==> src/rtl/ex_issue_queue_pkg.sv <==
// rtl/ex_issue_queue_pkg.sv - shared widths, unit codes and entry type for the EX issue queue
package ex_issue_queue_pkg;
  localparam int DATA_W = 32;
  localparam int TAG_W  = 4;
  localparam int OP_W   = 6;
  localparam int UNIT_W = 3;
  localparam int ADDR_W = 32;

  typedef enum logic [UNIT_W-1:0] {
    UNIT_ALU = 3'd0,
    UNIT_MUL = 3'd1,
    UNIT_DIV = 3'd2,
    UNIT_LSU = 3'd3,
    UNIT_BRU = 3'd4
  } ex_unit_t;

  typedef struct packed {
    logic              valid;
    logic [OP_W-1:0]   op;
    logic [TAG_W-1:0]  tag;
    logic [TAG_W-1:0]  src1;
    logic [DATA_W-1:0] val1;
    logic [TAG_W-1:0]  src2;
    logic [DATA_W-1:0] val2;
    logic [ADDR_W-1:0] target;
    logic [ADDR_W-1:0] pc_addr;
  } iq_entry_t;

  // Tag 0 marks an operand that is already valid, so it never matches a broadcast.
  function automatic iq_entry_t cdb_snoop(input iq_entry_t e, input logic cdb_valid,
                                          input logic [TAG_W-1:0] cdb_tag,
                                          input logic [DATA_W-1:0] cdb_data);
    iq_entry_t r;
    r = e;
    if (e.valid && cdb_valid && cdb_tag != '0) begin
      if (e.src1 == cdb_tag) begin
        r.src1 = '0;
        r.val1 = cdb_data;
      end
      if (e.src2 == cdb_tag) begin
        r.src2 = '0;
        r.val2 = cdb_data;
      end
    end
    return r;
  endfunction
endpackage

==> src/rtl/ex_issue_queue_if.sv <==
// rtl/ex_issue_queue_if.sv - instruction, CDB and issue signals between pipeline, issue queue and ALU
interface ex_issue_queue_if;
  import ex_issue_queue_pkg::*;

  logic              in_ce;
  logic [UNIT_W-1:0] in_unit;
  logic [OP_W-1:0]   in_op;
  logic [TAG_W-1:0]  in_tag;
  logic [DATA_W-1:0] in_val1;
  logic [DATA_W-1:0] in_val2;
  logic [TAG_W-1:0]  in_src1;
  logic [TAG_W-1:0]  in_src2;
  logic [ADDR_W-1:0] in_target;
  logic [ADDR_W-1:0] in_pc_addr;
  logic              cdb_valid;
  logic [TAG_W-1:0]  cdb_tag;
  logic [DATA_W-1:0] cdb_data;
  logic              flush;
  logic              full;
  logic              ovf;
  logic              out_valid;
  logic              out_ready;
  logic [OP_W-1:0]   out_op;
  logic [TAG_W-1:0]  out_tag;
  logic [DATA_W-1:0] out_val1;
  logic [DATA_W-1:0] out_val2;
  logic [ADDR_W-1:0] out_target;
  logic [ADDR_W-1:0] out_pc_addr;

  modport master (
    output in_ce, in_unit, in_op, in_tag, in_val1, in_val2, in_src1, in_src2, in_target,
           in_pc_addr, cdb_valid, cdb_tag, cdb_data, flush, out_ready,
    input  full, ovf, out_valid, out_op, out_tag, out_val1, out_val2, out_target, out_pc_addr
  );

  modport slave (
    input  in_ce, in_unit, in_op, in_tag, in_val1, in_val2, in_src1, in_src2, in_target,
           in_pc_addr, cdb_valid, cdb_tag, cdb_data, flush, out_ready,
    output full, ovf, out_valid, out_op, out_tag, out_val1, out_val2, out_target, out_pc_addr
  );
endinterface

==> src/rtl/ex_issue_queue_select.sv <==
// rtl/ex_issue_queue_select.sv - oldest-ready picker: lowest set index of the ready vector
module ex_issue_select #(
  parameter int DEPTH = 4,
  localparam int IDX_W = $clog2(DEPTH)
) (
  input  logic [DEPTH-1:0] ready,
  output logic             hit,
  output logic [IDX_W-1:0] idx
);
  always_comb begin
    hit = 1'b0;
    idx = '0;
    for (int i = DEPTH - 1; i >= 0; i--) begin
      if (ready[i]) begin
        hit = 1'b1;
        idx = IDX_W'(i);
      end
    end
  end
endmodule

==> src/rtl/ex_issue_queue.sv <==
// rtl/ex_issue_queue.sv - EX-side collapsing issue queue with CDB snoop; ISSUE_BYPASS_EN enables
// direct queue-bypass into the output register for instructions that arrive ready.
module ex_issue_queue
  import ex_issue_queue_pkg::*;
#(
  parameter int       DEPTH   = 4,
  parameter ex_unit_t UNIT_ID = UNIT_ALU
) (
  input logic              clk,
  input logic              rst,
  ex_issue_queue_if.slave  bus
);
  localparam int CNT_W = $clog2(DEPTH + 1);
  localparam int IDX_W = $clog2(DEPTH);

  iq_entry_t        q     [DEPTH];
  iq_entry_t        q_snp [DEPTH];
  iq_entry_t        q_nxt [DEPTH];
  iq_entry_t        in_entry;
  logic [CNT_W-1:0] count;
  logic [CNT_W-1:0] count_kept;
  logic [CNT_W-1:0] count_nxt;
  logic             ce_q;
  logic [DEPTH-1:0] ready;
  logic             hit;
  logic [IDX_W-1:0] sel;
  logic             accept;
  logic             out_free;
  logic             issue;
  logic             bypass;
  logic             drop;
  logic             insert;

  // Readiness is judged on registered state only; same-cycle CDB captures count next cycle.
  always_comb begin
    for (int i = 0; i < DEPTH; i++)
      ready[i] = q[i].valid && q[i].src1 == '0 && q[i].src2 == '0;
  end

  ex_issue_select #(.DEPTH(DEPTH)) u_select (
    .ready (ready),
    .hit   (hit),
    .idx   (sel)
  );

  always_comb begin
    in_entry = '{valid: 1'b1, op: bus.in_op, tag: bus.in_tag, src1: bus.in_src1,
                 val1: bus.in_val1, src2: bus.in_src2, val2: bus.in_val2,
                 target: bus.in_target, pc_addr: bus.in_pc_addr};
    in_entry = cdb_snoop(in_entry, bus.cdb_valid, bus.cdb_tag, bus.cdb_data);
    accept   = (bus.in_ce != ce_q) && (bus.in_unit == UNIT_ID) && !bus.flush;
    out_free = !bus.out_valid || bus.out_ready;
    issue    = out_free && hit;
`ifdef ISSUE_BYPASS_EN
    bypass   = accept && out_free && !hit && in_entry.src1 == '0 && in_entry.src2 == '0;
`else
    bypass   = 1'b0;
`endif
    count_kept = issue ? count - CNT_W'(1) : count;
    drop       = accept && !bypass && (count_kept == CNT_W'(DEPTH));
    insert     = accept && !bypass && !drop;
    count_nxt  = insert ? count_kept + CNT_W'(1) : count_kept;
  end

  // Snoop every slot, collapse over the issued slot, then append at the new tail.
  always_comb begin
    for (int i = 0; i < DEPTH; i++)
      q_snp[i] = cdb_snoop(q[i], bus.cdb_valid, bus.cdb_tag, bus.cdb_data);
    for (int i = 0; i < DEPTH - 1; i++)
      q_nxt[i] = (issue && i >= int'(sel)) ? q_snp[i + 1] : q_snp[i];
    q_nxt[DEPTH - 1] = issue ? '0 : q_snp[DEPTH - 1];
    if (insert) begin
      for (int i = 0; i < DEPTH; i++)
        if (count_kept == CNT_W'(i)) q_nxt[i] = in_entry;
    end
  end

  always_ff @(posedge clk) begin
    if (rst) begin
      for (int i = 0; i < DEPTH; i++) q[i] <= '0;
      count           <= '0;
      ce_q            <= 1'b0;
      bus.ovf         <= 1'b0;
      bus.full        <= 1'b0;
      bus.out_valid   <= 1'b0;
      bus.out_op      <= '0;
      bus.out_tag     <= '0;
      bus.out_val1    <= '0;
      bus.out_val2    <= '0;
      bus.out_target  <= '0;
      bus.out_pc_addr <= '0;
    end else begin
      ce_q <= bus.in_ce;
      if (bus.flush) begin
        for (int i = 0; i < DEPTH; i++) q[i] <= '0;
        count         <= '0;
        bus.full      <= 1'b0;
        bus.out_valid <= 1'b0;
      end else begin
        for (int i = 0; i < DEPTH; i++) q[i] <= q_nxt[i];
        count    <= count_nxt;
        bus.full <= (count_nxt == CNT_W'(DEPTH));
        if (drop) bus.ovf <= 1'b1;
        if (issue || bypass) begin
          bus.out_valid   <= 1'b1;
          bus.out_op      <= issue ? q[sel].op      : in_entry.op;
          bus.out_tag     <= issue ? q[sel].tag     : in_entry.tag;
          bus.out_val1    <= issue ? q[sel].val1    : in_entry.val1;
          bus.out_val2    <= issue ? q[sel].val2    : in_entry.val2;
          bus.out_target  <= issue ? q[sel].target  : in_entry.target;
          bus.out_pc_addr <= issue ? q[sel].pc_addr : in_entry.pc_addr;
        end else if (bus.out_ready) begin
          bus.out_valid <= 1'b0;
        end
      end
    end
  end
endmodule

==> src/flat_wrapper.sv <==
// flat-port wrapper written by rule: the top's interface ports become plain ports
module ex_issue_queue_flat import ex_issue_queue_pkg::*;
#(
  parameter int       DEPTH   = 4,
  parameter ex_unit_t UNIT_ID = UNIT_ALU
)
  (clk, rst, bus_in_ce, bus_in_unit, bus_in_op, bus_in_tag, bus_in_val1, bus_in_val2, bus_in_src1, bus_in_src2, bus_in_target, bus_in_pc_addr, bus_cdb_valid, bus_cdb_tag, bus_cdb_data, bus_flush, bus_out_ready, bus_full, bus_ovf, bus_out_valid, bus_out_op, bus_out_tag, bus_out_val1, bus_out_val2, bus_out_target, bus_out_pc_addr);
  ex_issue_queue_if bus_i ();
  input logic clk;
  input logic rst;
  input wire logic [$bits(bus_i.in_ce)-1:0] bus_in_ce;
  input wire logic [$bits(bus_i.in_unit)-1:0] bus_in_unit;
  input wire logic [$bits(bus_i.in_op)-1:0] bus_in_op;
  input wire logic [$bits(bus_i.in_tag)-1:0] bus_in_tag;
  input wire logic [$bits(bus_i.in_val1)-1:0] bus_in_val1;
  input wire logic [$bits(bus_i.in_val2)-1:0] bus_in_val2;
  input wire logic [$bits(bus_i.in_src1)-1:0] bus_in_src1;
  input wire logic [$bits(bus_i.in_src2)-1:0] bus_in_src2;
  input wire logic [$bits(bus_i.in_target)-1:0] bus_in_target;
  input wire logic [$bits(bus_i.in_pc_addr)-1:0] bus_in_pc_addr;
  input wire logic [$bits(bus_i.cdb_valid)-1:0] bus_cdb_valid;
  input wire logic [$bits(bus_i.cdb_tag)-1:0] bus_cdb_tag;
  input wire logic [$bits(bus_i.cdb_data)-1:0] bus_cdb_data;
  input wire logic [$bits(bus_i.flush)-1:0] bus_flush;
  input wire logic [$bits(bus_i.out_ready)-1:0] bus_out_ready;
  output wire logic [$bits(bus_i.full)-1:0] bus_full;
  output wire logic [$bits(bus_i.ovf)-1:0] bus_ovf;
  output wire logic [$bits(bus_i.out_valid)-1:0] bus_out_valid;
  output wire logic [$bits(bus_i.out_op)-1:0] bus_out_op;
  output wire logic [$bits(bus_i.out_tag)-1:0] bus_out_tag;
  output wire logic [$bits(bus_i.out_val1)-1:0] bus_out_val1;
  output wire logic [$bits(bus_i.out_val2)-1:0] bus_out_val2;
  output wire logic [$bits(bus_i.out_target)-1:0] bus_out_target;
  output wire logic [$bits(bus_i.out_pc_addr)-1:0] bus_out_pc_addr;
  assign bus_i.in_ce = bus_in_ce;
  assign bus_i.in_unit = bus_in_unit;
  assign bus_i.in_op = bus_in_op;
  assign bus_i.in_tag = bus_in_tag;
  assign bus_i.in_val1 = bus_in_val1;
  assign bus_i.in_val2 = bus_in_val2;
  assign bus_i.in_src1 = bus_in_src1;
  assign bus_i.in_src2 = bus_in_src2;
  assign bus_i.in_target = bus_in_target;
  assign bus_i.in_pc_addr = bus_in_pc_addr;
  assign bus_i.cdb_valid = bus_cdb_valid;
  assign bus_i.cdb_tag = bus_cdb_tag;
  assign bus_i.cdb_data = bus_cdb_data;
  assign bus_i.flush = bus_flush;
  assign bus_i.out_ready = bus_out_ready;
  assign bus_full = bus_i.full;
  assign bus_ovf = bus_i.ovf;
  assign bus_out_valid = bus_i.out_valid;
  assign bus_out_op = bus_i.out_op;
  assign bus_out_tag = bus_i.out_tag;
  assign bus_out_val1 = bus_i.out_val1;
  assign bus_out_val2 = bus_i.out_val2;
  assign bus_out_target = bus_i.out_target;
  assign bus_out_pc_addr = bus_i.out_pc_addr;
  ex_issue_queue #(.DEPTH(DEPTH), .UNIT_ID(UNIT_ID)) u_core (.clk(clk), .rst(rst), .bus(bus_i));
endmodule
==> config.mk <==
export PLATFORM = sky130hd
export DESIGN_NAME = ex_issue_queue_flat
export DESIGN_NICKNAME = d
export VERILOG_FILES = /design/src/rtl/ex_issue_queue_pkg.sv /design/src/rtl/ex_issue_queue_if.sv /design/src/rtl/ex_issue_queue_select.sv /design/src/rtl/ex_issue_queue.sv /design/src/flat_wrapper.sv
export SDC_FILE = /design/constraint.sdc
export NUM_CORES = 2
export LEC_CHECK = 0
export BUFFER_PORTS_ARGS = -buffer_cell sky130_fd_sc_hd__buf_2
export CORE_ASPECT_RATIO = 1.25
export CORE_MARGIN = 2
export CORE_UTILIZATION = 55
export DETAILED_ROUTE_END_ITERATION = 7
export GPL_ROUTABILITY_DRIVEN = 0
export PLACE_DENSITY = 0.81
export SLEW_MARGIN = 30
export SYNTH_ARGS = -nofsm -noshare
export SYNTH_HDL_FRONTEND = slang
export SYNTH_SLANG_ARGS = --single-unit
export TNS_END_PERCENT = 50
==> constraint.sdc <==
create_clock -name clk -period 3.9 [get_ports clk]
set_clock_uncertainty 0.1 [all_clocks]
set_input_delay 0.39 -clock clk [delete_from_list [all_inputs] [get_ports clk]]
set_output_delay 0.39 -clock clk [all_outputs]
set_load 0.02 [all_outputs]
==> results.toml <==
[power]
comb_power_share_pct = 8.6
peakVddDrop_mv = 0.385
leakage_nw = 17.8
seqPwrFrac_pct = 48.7
clock_power_share_pct = 42.7
switching_share_pct = 24.8
switching_power_mw = 4.43
p_int_mw = 13.5
totalPowerFinal_mw = 17.9
powerDensity_nw_per_um2 = 375

[setup_path]
crit_fanout = 21
crit_required_ns = 4.25
start_kind = "flop"
cp-end-kind = "flop"
worstSetupPathType = "reg -> reg"
crit_arrival_ns = 4.01

[route]
vias = 34700
dr.pass1.iters = 8
drt_iter0_drc = 3956
via_per_inst = 6.55
ant_nets = 0
drt-total-wl_um = 127000
drc = 0
wl_per_cell_um = 23.9

[logic_synthesis]
yosys-top-cells-area = "edfxtp_1 (33%), dfxtp_1 (15%), mux4_2 (7.7%)"
synth_top_cell_by_area = "edfxtp_1"
synth-edff-count = 441
synth_top_cell_area_share_pct = 32.9
synthCells = 3672
synth-main-ff-cell = "edfxtp_1"
synthArstFlopShare_pct = 0
yosysSeqAreaShare_pct = 47.5
yosysUniqueCellTypes = 53
syn_avg_cell_area_um2 = 11.0
synth-seq-cells = 733
synth_area_um2 = 40200
yosys_warnings = 0

[sta]
holdWs_ns = 0.0586
setup_ws_ns = 0.243
timing.fmax_mhz = 273
final_hold_viol_count = 0
relSlewSlack_pct = 28.0
fin_crit_sh_pct = 93.8
setup-tns-final_ns = 0
min_period_ns = 3.66
slew_viol_final = 0
setup_viol = 0
worst_pin_slew_ns = 1.08
rsz0062_at_grt = "no"

[cells_and_area]
final_cell_mix = "edfxtp_1 (441), conb_1 (441), buf_2 (331), dfxtp_1 (292), mux2i_1 (279)"
fin_cells = 5298
drive_gt1_share_pct = 19.6
area_growth_pct = 18.7
fin_nets = 4465

[die]
die-area_um2 = 75300
ios = 332
die_h_um = 306
initial_core_util_pct = 55.6
core_um2 = 72300
row_count = 110
fp.dieW_um = 246

[placement]
post-place-ws_ns = 0.282
portBuffers = 331
dp_hpwl_um = 74200
dp_cells = 5069

[grt]
grt_pass1_wl_um = 195000
antenna_found_initial = 18
grt_pass1_vias = 34300
gr-total-overflow = 0
track_usage_pct = 33.0
grt_max_degree = 184

[clock_network]
htree_levels = 3
cts_made_buffers = 77
clk_latency_ns = 0.66
cts_buffer_depth = 3
cts-root-buf = "clkbuf_16"
clock-sinks = 733
path_clk_slew_ns = 0.07
cts_tree = "done"

[run_status]
status = "finished clean"

[min_path]
hp-class = "in -> reg"

[job]
drv_cap = 0
layout make-up:
class	instances	area [um2]
diodes	10	25.0
well taps	952	1190
clock buffers	113	2220
fillers	5398	24500
flip-flops and latches	733	19100
repair buffers	507	3690
multi-input cells	2947	21100
inverters	6	22.5
clock inverters	30	343
path summary, 6_finish.rpt:
check,from,endpoint,slack (ns),cells after the start
worst max-delay path,u_core.q[1][133],u_core.q[1][44],0.24,10
worst min-delay path,rst,u_core.bus.ovf,0.06,2
worst min register to register,u_core.bus.out_val2[12],u_core.bus.out_val2[12],0.37,1
worst max register to register,u_core.q[1][133],u_core.q[1][44],0.24,10
registers in the layout, indices dropped and copies added, names as in the netlist:
| register | count |
|---|---|
| u_core.count | 3 |
| u_core.bus.out_tag | 4 |
| u_core.bus.out_pc_addr | 32 |
| u_core.bus.out_val1 | 32 |
| u_core.bus.out_target | 32 |
| u_core.ce_q | 1 |
| u_core.q | 588 |
| u_core.bus.ovf | 1 |
| u_core.bus.full | 1 |
| u_core.bus.out_op | 6 |
| u_core.bus.out_val2 | 32 |
| u_core.bus.out_valid | 1 |
power groups by stage:
stage / Combinational (mW) / Clock, mW / Sequential (mW)
floorplan: 0.959 / 0 / 8.81
global placement: 1.40 / 0 / 8.85
detailed placement: 1.43 / 0 / 8.87
CTS: 1.50 / 7.66 / 8.70
global route: 1.66 / 7.95 / 8.74
finish: 1.54 / 7.63 / 8.71
metal layers:
layer	share of wire (%)	global-route usage, %	vias up
met1	37	41.8	16900
met2	48	53.3	2123
met3	9.8	6.13	436
met4	5.0	18.7	22
li1	-	-	15200
met5	0.099	0	-
synthesized netlist by cell type (5+ instances only):
cell type	count
a22o_1	139
a211oi_1	163
buf_4	11
nand3_1	97
nor3b_1	7
inv_1	6
xnor2_1	21
a31oi_1	9
clkbuf_1	276
xor2_1	22
o31ai_1	145
dfxtp_1	292
edfxtp_1	441
nand2b_1	9
o2111ai_1	65
or2_2	131
nor2_1	257
a21oi_1	221
buf_6	7
a22oi_1	9
buf_1	22
nor3_1	11
nand2_1	245
nor2b_1	10
and2_1	5
o22a_1	192
o21ai_1	6
mux2i_1	281
o211ai_1	129
buf_2	110
a311oi_1	75
nor4_1	10
nand3b_1	9
nand4_1	9
mux4_2	138
or3_1	65
critical path, cell delays in order, from the launching register on:
cell and delay (ns):
edfxtp_1 0.43, nor3_1 0.09, and4b_1 0.29, o41ai_4 0.69, buf_4 0.42, nor3_1 0.13
o2111ai_4 0.48, buf_12 0.25, buf_12 0.17, nor2_1 0.06, a211oi_1 0.31
stage by stage:
step	utilization (%)	cell area, um2
after floorplan	-	41900
after global placement	61.4	44400
after detailed placement	61.4	44400
after CTS	66.0	47700
after global routing	66.1	47700
final	66.1	47700
timing repair:
item                                    4_1_cts  5_1_grt
setup buffers                                 0        0
gates resized for setup                       0        1
hold buffers                                 76        0
hold endpoints to repair                     78        0
endpoints found under the setup margin        0        1
logic make-up (layout without fill, tap and decap cells):
kind of cell | after synthesis | after routing | share of synthesized area (%)
compound gates | 1167 | 1167 | 21.9
simple gates | 875 | 875 | 10.3
flops | 733 | 733 | 47.5
other cells | 1 | 451 | 0.00933
fa+ha+maj | 2 | 2 | 0.0622
xor+xnor | 43 | 43 | 0.937
mux | 419 | 419 | 14.7
buf+inv | 432 | 656 | 4.61
(Power assumes the default switching activity.)
